--- config.mk ---
export PLATFORM = sky130hd
export DESIGN_NAME = zeroskip_pipe
export DESIGN_NICKNAME = d
export VERILOG_FILES = /design/src/rtl/zeroskip_pipe.sv
export SDC_FILE = /design/constraint.sdc
export NUM_CORES = 2
export LEC_CHECK = 0
export CAP_MARGIN = 20
export CORE_MARGIN = 10
export CORE_UTILIZATION = 30
export DETAILED_ROUTE_END_ITERATION = 8
export PLACE_DENSITY_LB_ADDON = 0.15
export SYNTH_ARGS = -nofsm -noshare
export SYNTH_HDL_FRONTEND = slang
export SYNTH_SLANG_ARGS = --single-unit
export TNS_END_PERCENT = 1
--- constraint.sdc ---
create_clock -name clk -period 12.7 [get_ports clk]
set_clock_uncertainty 0.1 [all_clocks]
set_input_delay 2.54 -clock clk [delete_from_list [all_inputs] [get_ports clk]]
set_output_delay 2.54 -clock clk [all_outputs]
set_load 0.02 [all_outputs]
--- src/rtl/zeroskip_pipe.sv ---
// Two-stage elastic zero-skip compactor: S1 captures a group plus its prefix counts,
// S2 scatters the kept activations into ascending slots and tracks overflow.
module zeroskip_pipe #(
  parameter int GROUP_SIZE   = 32,
  parameter int GROUP_NZ_MAX = 16,
  parameter int DATA_W       = 8,
  parameter int IDX_W        = $clog2(GROUP_SIZE),
  parameter int CNT_W        = $clog2(GROUP_NZ_MAX + 1)
) (
  input  logic                                     clk,
  input  logic                                     rst_n,
  input  logic                                     mode,
  input  logic                                     in_valid,
  output logic                                     in_ready,
  input  logic [GROUP_SIZE-1:0]                    znz_din,
  input  logic [GROUP_SIZE-1:0][DATA_W-1:0]        act_din,
  output logic                                     out_valid,
  input  logic                                     out_ready,
  output logic [GROUP_NZ_MAX-1:0][DATA_W-1:0]      act_enc_dout,
  output logic [GROUP_NZ_MAX-1:0][IDX_W-1:0]       idx_enc_dout,
  output logic [CNT_W-1:0]                         nz_cnt,
  output logic                                     ovf,
  input  logic                                     ovf_cnt_clr,
  output logic [15:0]                              ovf_cnt
);

  localparam int SLOT_W = $clog2(GROUP_NZ_MAX);
  localparam int PC_W   = IDX_W + 1;
  typedef logic [PC_W-1:0] pc_t;

  function automatic logic [15:0] sat_inc(input logic [15:0] v);
    return (v == 16'hFFFF) ? v : v + 16'd1;
  endfunction

  function automatic pc_t clip_cnt(input pc_t v, input pc_t lim);
    return (v > lim) ? lim : v;
  endfunction

  logic                                 vld_p1_q, vld_p1_d, vld_p2_q, vld_p2_d;
  logic                                 mode_p1_q, mode_p1_d;
  logic [GROUP_SIZE-1:0]                mask_p1_q, mask_p1_d;
  logic [GROUP_SIZE-1:0][DATA_W-1:0]    act_p1_q, act_p1_d;
  logic [GROUP_SIZE-1:0][IDX_W-1:0]     pos_p1_q, pos_p1_d, pos_new;
  logic [GROUP_NZ_MAX-1:0][DATA_W-1:0]  act_enc_q, act_enc_d, act_cmp;
  logic [GROUP_NZ_MAX-1:0][IDX_W-1:0]   idx_enc_q, idx_enc_d, idx_cmp;
  logic [CNT_W-1:0]                     nz_cnt_q, nz_cnt_d;
  logic                                 ovf_q, ovf_d;
  logic [15:0]                          ovf_cnt_q, ovf_cnt_d;
  logic                                 s1_load, s2_load, ovf_xfer;
  pc_t                                  run_c, lim, popcnt;

  assign s2_load  = vld_p1_q & (~vld_p2_q | out_ready);
  assign in_ready = ~vld_p1_q | s2_load;
  assign s1_load  = in_valid & in_ready;
  assign ovf_xfer = vld_p2_q & out_ready & ovf_q;

  // Stage 1: capture the group and the number of kept entries below each position
  always_comb begin
    run_c = '0;
    pos_new = '0;
    for (int i = 0; i < GROUP_SIZE; i++) begin
      pos_new[i] = run_c[IDX_W-1:0];
      run_c      = run_c + pc_t'(znz_din[i]);
    end
    vld_p1_d  = s1_load ? 1'b1 : (s2_load ? 1'b0 : vld_p1_q);
    mode_p1_d = s1_load ? mode    : mode_p1_q;
    mask_p1_d = s1_load ? znz_din : mask_p1_q;
    act_p1_d  = s1_load ? act_din : act_p1_q;
    pos_p1_d  = s1_load ? pos_new : pos_p1_q;
  end

  // Stage 2: scatter kept entries to their prefix slot, clip at the mode limit
  always_comb begin
    lim     = mode_p1_q ? pc_t'(GROUP_NZ_MAX / 2) : pc_t'(GROUP_NZ_MAX);
    popcnt  = pc_t'(pos_p1_q[GROUP_SIZE-1]) + pc_t'(mask_p1_q[GROUP_SIZE-1]);
    act_cmp = '0;
    idx_cmp = '0;
    for (int i = 0; i < GROUP_SIZE; i++) begin
      if (mask_p1_q[i] && (pc_t'(pos_p1_q[i]) < lim)) begin
        act_cmp[pos_p1_q[i][SLOT_W-1:0]] = act_p1_q[i];
        idx_cmp[pos_p1_q[i][SLOT_W-1:0]] = IDX_W'(i);
      end
    end
    vld_p2_d  = s2_load ? 1'b1 : (out_ready ? 1'b0 : vld_p2_q);
    act_enc_d = s2_load ? act_cmp : act_enc_q;
    idx_enc_d = s2_load ? idx_cmp : idx_enc_q;
    nz_cnt_d  = s2_load ? CNT_W'(clip_cnt(popcnt, lim)) : nz_cnt_q;
    ovf_d     = s2_load ? (popcnt > lim) : ovf_q;
    ovf_cnt_d = ovf_cnt_clr ? 16'd0 : (ovf_xfer ? sat_inc(ovf_cnt_q) : ovf_cnt_q);
  end

  always_ff @(posedge clk or negedge rst_n) begin
    if (!rst_n) begin
      vld_p1_q  <= 1'b0;
      vld_p2_q  <= 1'b0;
      act_enc_q <= '0;
      idx_enc_q <= '0;
      nz_cnt_q  <= '0;
      ovf_q     <= 1'b0;
      ovf_cnt_q <= '0;
    end else begin
      vld_p1_q  <= vld_p1_d;
      vld_p2_q  <= vld_p2_d;
      act_enc_q <= act_enc_d;
      idx_enc_q <= idx_enc_d;
      nz_cnt_q  <= nz_cnt_d;
      ovf_q     <= ovf_d;
      ovf_cnt_q <= ovf_cnt_d;
    end
  end

  // S1 payload is qualified by vld_p1_q, so it needs no reset
  always_ff @(posedge clk) begin
    mode_p1_q <= mode_p1_d;
    mask_p1_q <= mask_p1_d;
    act_p1_q  <= act_p1_d;
    pos_p1_q  <= pos_p1_d;
  end

  assign out_valid    = vld_p2_q;
  assign act_enc_dout = act_enc_q;
  assign idx_enc_dout = idx_enc_q;
  assign nz_cnt       = nz_cnt_q;
  assign ovf          = ovf_q;
  assign ovf_cnt      = ovf_cnt_q;

endmodule

# Yosys cells after proc, flatten, opt, wreduce, memory -nomap -nowiden
# Cells that the tools add are included.
word_totals:
  n_memories: 0
  romBits: 0
  output_inout_bits: 232
  ramBits: 0
  ff_bits: 672
  latchBits: 0
  elab_cells: 621
  in_bits: 294
classes:
  eq_ne: 2
  reduce_logical: 67
  n_lt_le_gt_ge: 95
  n_mux: 227
  bitwise: 96
  n_mul: 0
  n_addsub: 32
  div: 0
  shifts: 0
ops:
  columns: ["op", "n"]
  rows:
  - ["bitwise mux 128 bit", 31]
  - ["2-to-1 mux 128 bit", 31]
  - ["2-to-1 mux 80 bit", 30]
  - ["demux 8 bit (select 4 bit)", 30]
  - ["demux 5 bit (select 4 bit)", 30]
  - ["bitwise AND 48 bit", 10]
  - ["inverter 48 bit", 10]
  - ["bitwise OR 48 bit", 10]
  - ["bitwise AND 32 bit", 10]
  - ["inverter 32 bit", 10]
  - ["bitwise OR 32 bit", 10]
  - ["bitwise OR 64 bit", 5]
  - ["2-to-1 mux 8 bit", 32]
  - ["inverter 64 bit", 4]
  - ["bitwise AND 64 bit", 3]
  - ["2-to-1 mux 5 bit", 33]
  - ["less-than comparator 4 x 5 -> 1 bit (second input constant)", 30]
  - ["less-than comparator 5 bit", 30]
  - ["adder 5 x 1 -> 5 bit", 26]
  - ["greater-or-equal comparator 4 x 1 -> 1 bit (second input constant)", 30]
  - ["bitwise AND 16 bit", 5]
  - ["inverter 16 bit", 5]
  - ["bitwise OR 80 bit", 1]
  - ["bitwise AND 5 x 64 -> 64 bit", 1]
  - ["25 further kinds", 102]

# Longest topological paths before layout
depth:
  ltp_word: 66
  mapped_depth: 35
  depth_no_buf: 35

# Least setup slack after synthesis
# OpenSTA, ideal clock, no wires.
synth_timing:
  path_type: "input to register"
  from: "in out_ready"
  to: "reg act_p1_q[0] (netlist bit) (enable)"
  setup_ns: 0.850
  path_buffers: 0
  stages: 2
  arrival_ns: 12.615
  required_time_ns: 11.750
  path_slack_ns: -0.865
  cell_sequence: "nand3b_1 > and2_1"
synth_between:
  elab_chain_cells: 4
synth_rtl:
  columns: ["item", "line", "rtl"]
  rows:
  - ["from (decl)", "18", "input logic out_ready,"]
  - ["bitwise OR 1 bit", "52", "assign s2_load = vld_p1_q & (~vld_p2_q | out_ready);"]
  - ["bitwise AND 1 bit", "52", null]
  - ["bitwise OR 1 bit", "53", "assign in_ready = ~vld_p1_q | s2_load;"]
  - ["bitwise AND 1 bit", "54", "assign s1_load = in_valid & in_ready;"]
  - ["named net s1_load", "49", "logic s1_load, s2_load, ovf_xfer;"]
  - ["to (signal assigned)", "116", "act_p1_q <= act_p1_d;"]
  - ["to (decl)", "42", "logic [GROUP_SIZE-1:0][DATA_W-1:0] act_p1_q, act_p1_d;"]
# The timed path passes the listed nets, and every way through them passes these cells.
# A chain may end at the register's enable or synchronous reset.

==> results.ini <==
[run_status]
outcome = finished, violations left
violations = design-rule violations, max-capacitance violations, max-slew violations

[routing]
routed_wl_mm = 553
routed_via_density = 7.07
via_count = 91600
ant_nets = 0
wl_per_cell_um = 42.8
drt_pre_antenna_iters = 9
detail_route.iter0.violations = 18900
drcViolationCount = 2

[final_layout]
non_filler_instance_count_after_layout = 12900
area_growth_pct = 20.6
count_of_nets_after_finishing = 10300
mostFrequentLayoutCell = sky130_fd_sc_hd__nand2_1
drive_gt1_share_pct = 8.22
layout_common_cells = sky130_fd_sc_hd__nand2_1 (1376), sky130_fd_sc_hd__o21ai_0 (1280), sky130_fd_sc_hd__a21oi_1 (1227)

[power_and_ir_drop]
irDropWorstVdd_mv = 1.32
combinationalPowerShare_pct = 76.2
netSwitchingFraction_pct = 50.8
cellPowerDensity_nw_per_um2 = 409
netSwitchingPower_mw = 16.8
seq_power_share_pct = 16.0
leakage_power_of_the_design_nw = 28.6
p_int_mw = 16.2
pwr-share-clk_pct = 7.9

[clock_network]
cts-hold-fix-buffers = 0
cts.path.max_buffers = 3
cts_buffers = 86
clock_root_buffer_master = sky130_fd_sc_hd__clkbuf_16
insertion_delay_ps = 790
cts_tree = built
ctsHtreeMaxLevel = 3
clkSlewWorstSetupHoldPaths_ps = 60
numClockSinks = 665

[setup_path]
timing_worst_setup_path_type = primary input to flip-flop
worst-path-buf-inv = 6
end_kind = flip-flop
crit_slowest_cell = sky130_fd_sc_hd__fa_2
setup_crit_start = znz_din[1]
path_max_fanout = 4
r2r_cells = 20
timing.critical_path.max_delay_family = adder cells
r2r_slack_ps = 3240
type_of_element_launching_the_critical_path = primary input
worst_r2r_startpoint = mode_p1_q
r2r-end = act_enc_dout[122]
path_common_cell = sky130_fd_sc_hd__ha_1
required_ps = 13140
timing.critical_path.slowest_cell_delay_ps = 580
cp_data_arrival_time_ps = 12900

[placement]
detailedPlace.worstSlack_ps = -1530
dp.cells = 12700
place.port_buffers = 525
gp_routability_congestion = 1.16
hpwlAfterDp_mm = 428

[timing]
tightestPinTransition_ps = 1500
final_critical_period_ps = 12460
worst_rel_slew_slack_pct = -1.16
finalCritPeriodShare_pct = 98.1
clock.fmax_mhz = 80.3
final-max-slew-violation-count = 1
final_hold_viol_count = 0
finalHoldWorstSlack_ps = 371
worst_slack_ps = 243
final-setup-viol-count = 0

[synthesis]
post_synth_top_area_share_pct = 19.4
yosys.cell_types.count = 90
mappedNetlistArea_sq_um = 67000
synth_area_leader_cell = sky130_fd_sc_hd__edfxtp_1
syn_inst = 9509
synth.ff_latch_count = 665
share_of_flip_flops_with_an_asynchronous_set_or_reset_after_synthesis_pct = 34.9
synthesis.yosys.warnings = 0
synth.area.top_cells = sky130_fd_sc_hd__edfxtp_1 (19%), sky130_fd_sc_hd__o21ai_0 (9.6%), sky130_fd_sc_hd__a21oi_1 (9.2%), sky130_fd_sc_hd__dfrtp_1 (8.7%), sky130_fd_sc_hd__nand2_1 (7.7%)
syn_nets = 9895
yosys_most_used_dff = sky130_fd_sc_hd__edfxtp_1
postSynthAreaPerCell_sq_um = 7.05
synth.yosys.seq_area_share_pct = 28.1
synth_enable_flop_cells = 433

[floorplanning]
chip_height_um = 493
row_count = 173
pin_count = 526
core_area_sq_um = 222000
die_width_um = 493
die-area_sq_um = 243000
starting_utilization_of_the_core_area_pct = 30.2

[grt]
globalRoute.totalOverflow = 0
via_count_of_the_first_global_routing_pass = 79300
grt_pass1_wl_mm = 729
grt_antenna_before_repair = 49
largest_net_degree_at_the_start_of_global_routing = 160
groute.usage.overall_pct = 42.6

[min_path]
hold-path-cell-count = 2
worst_min_path_start = idx_enc_dout[45]
whs_endpoint = idx_enc_dout[45]
min-delay-path-class = flip-flop to flip-flop

[run]
cap_violations = 2

-- synthesized netlist by cell type (all sizes together), types with 79 or more instances --
cell type / count
o211ai: 263
o22ai: 79
nor2b: 109
a211oi: 259
o21ai: 1287
nor2: 1063
nand3: 278
a21oi: 1227
nand2: 1377
nand2b: 96
a221oi: 198
clkbuf: 718
nor3: 222
a31oi: 157
ha: 90
dfrtp: 232
edfxtp: 433
o221ai: 261
-- metrics by stage --
step	TNS (ps)	util [%]	total power, mW	cell area, sq um
5_1_grt	-6.89	36.3	33.9	80800
6_report	0	36.4	33.1	80800
3_5_place_dp	-21030	34.8	28.0	77300
3_3_place_gp	-18980	34.8	27.7	77300
2_1_floorplan	-123	-	16.7	67000
4_1_cts	0	36.2	30.9	80400
-- timing repair --
| item | CTS | global route |
|---|---|---|
| buffers inserted | 0 | 1 |
| cloned | 0 | 0 |
| pin swaps | 4 | 5 |
| endpoints found under the setup margin | 12 | 8 |
| gates resized for setup | 17 | 16 |
-- tightest hold or removal path, cell delays in order, from the launching register on --
cell                      delay [ps]
sky130_fd_sc_hd__dfrtp_1         340
sky130_fd_sc_hd__nand2_1          50
sky130_fd_sc_hd__nand2_1          50
-- power groups by stage --
| stage | registers [mW] | clock network [mW] | logic (mW) |
|---|---|---|---|
| floorplan | 4.80 | 0 | 11.9 |
| global placement | 5.23 | 0 | 22.5 |
| detailed placement | 5.22 | 0 | 22.8 |
| CTS | 5.18 | 2.64 | 23.1 |
| global route | 5.23 | 2.72 | 25.9 |
| finish | 5.28 | 2.60 | 25.2 |
-- area by class of cell --
class	instances	area [sq um]
fillers	23600	141000
multi-input cells	8017	45800
flip-flops and latches	665	18800
repair buffers	1053	9340
well taps	2975	3720
clock buffers	111	2330
clock inverters	45	586
inverters	60	225
diodes	17	42.5
-- worst max-delay path by stage --
stage | end | slack [ps] | cells past startpoint
2_1_floorplan | pos_p1_q[159] | -90 | 34
3_3_place_gp | pos_p1_q[159] | -1420 | 37
3_5_place_dp | pos_p1_q[159] | -1530 | 37
4_1_cts | pos_p1_q[159] | 20 | 37
5_1_grt | pos_p1_q[159] | -7 | 38
6_report | pos_p1_q[159] | 240 | 38
-- cell families after synthesis --
logic type,synth area share (%)
AND/OR/NAND/NOR,22.9
XOR/XNOR,2.22
multiplexers,0.825
AO/OA/AOI/OAI,39.6
flip-flops,28.1
adder cells (fa/ha/maj),1.74
buffers and inverters,4.64
-- state kept, by name (all words and copies together), names as in the netlist --
| signal | count |
|---|---|
| nz_cnt | 5 |
| pos_p1_q | 144 |
| ovf | 1 |
| mode_p1_q | 1 |
| out_valid | 1 |
| mask_p1_q | 32 |
| act_enc_dout | 128 |
| act_p1_q | 256 |
| vld_p1_q | 1 |
| idx_enc_dout | 80 |
| ovf_cnt | 16 |
-- per-layer routing --
metal  share of wire [%]  GRT usage, %  vias up  routed length, um
li1                    -             -    37000                  -
met1                  40          58.5    44800             223000
met2                  38          57.2     8265             210000
met3                  15          17.0     1445              83300
met4                 6.6          20.4       42              36600
met5               0.052        0.0196        -                286
Power figures use the tool's default switching activity.
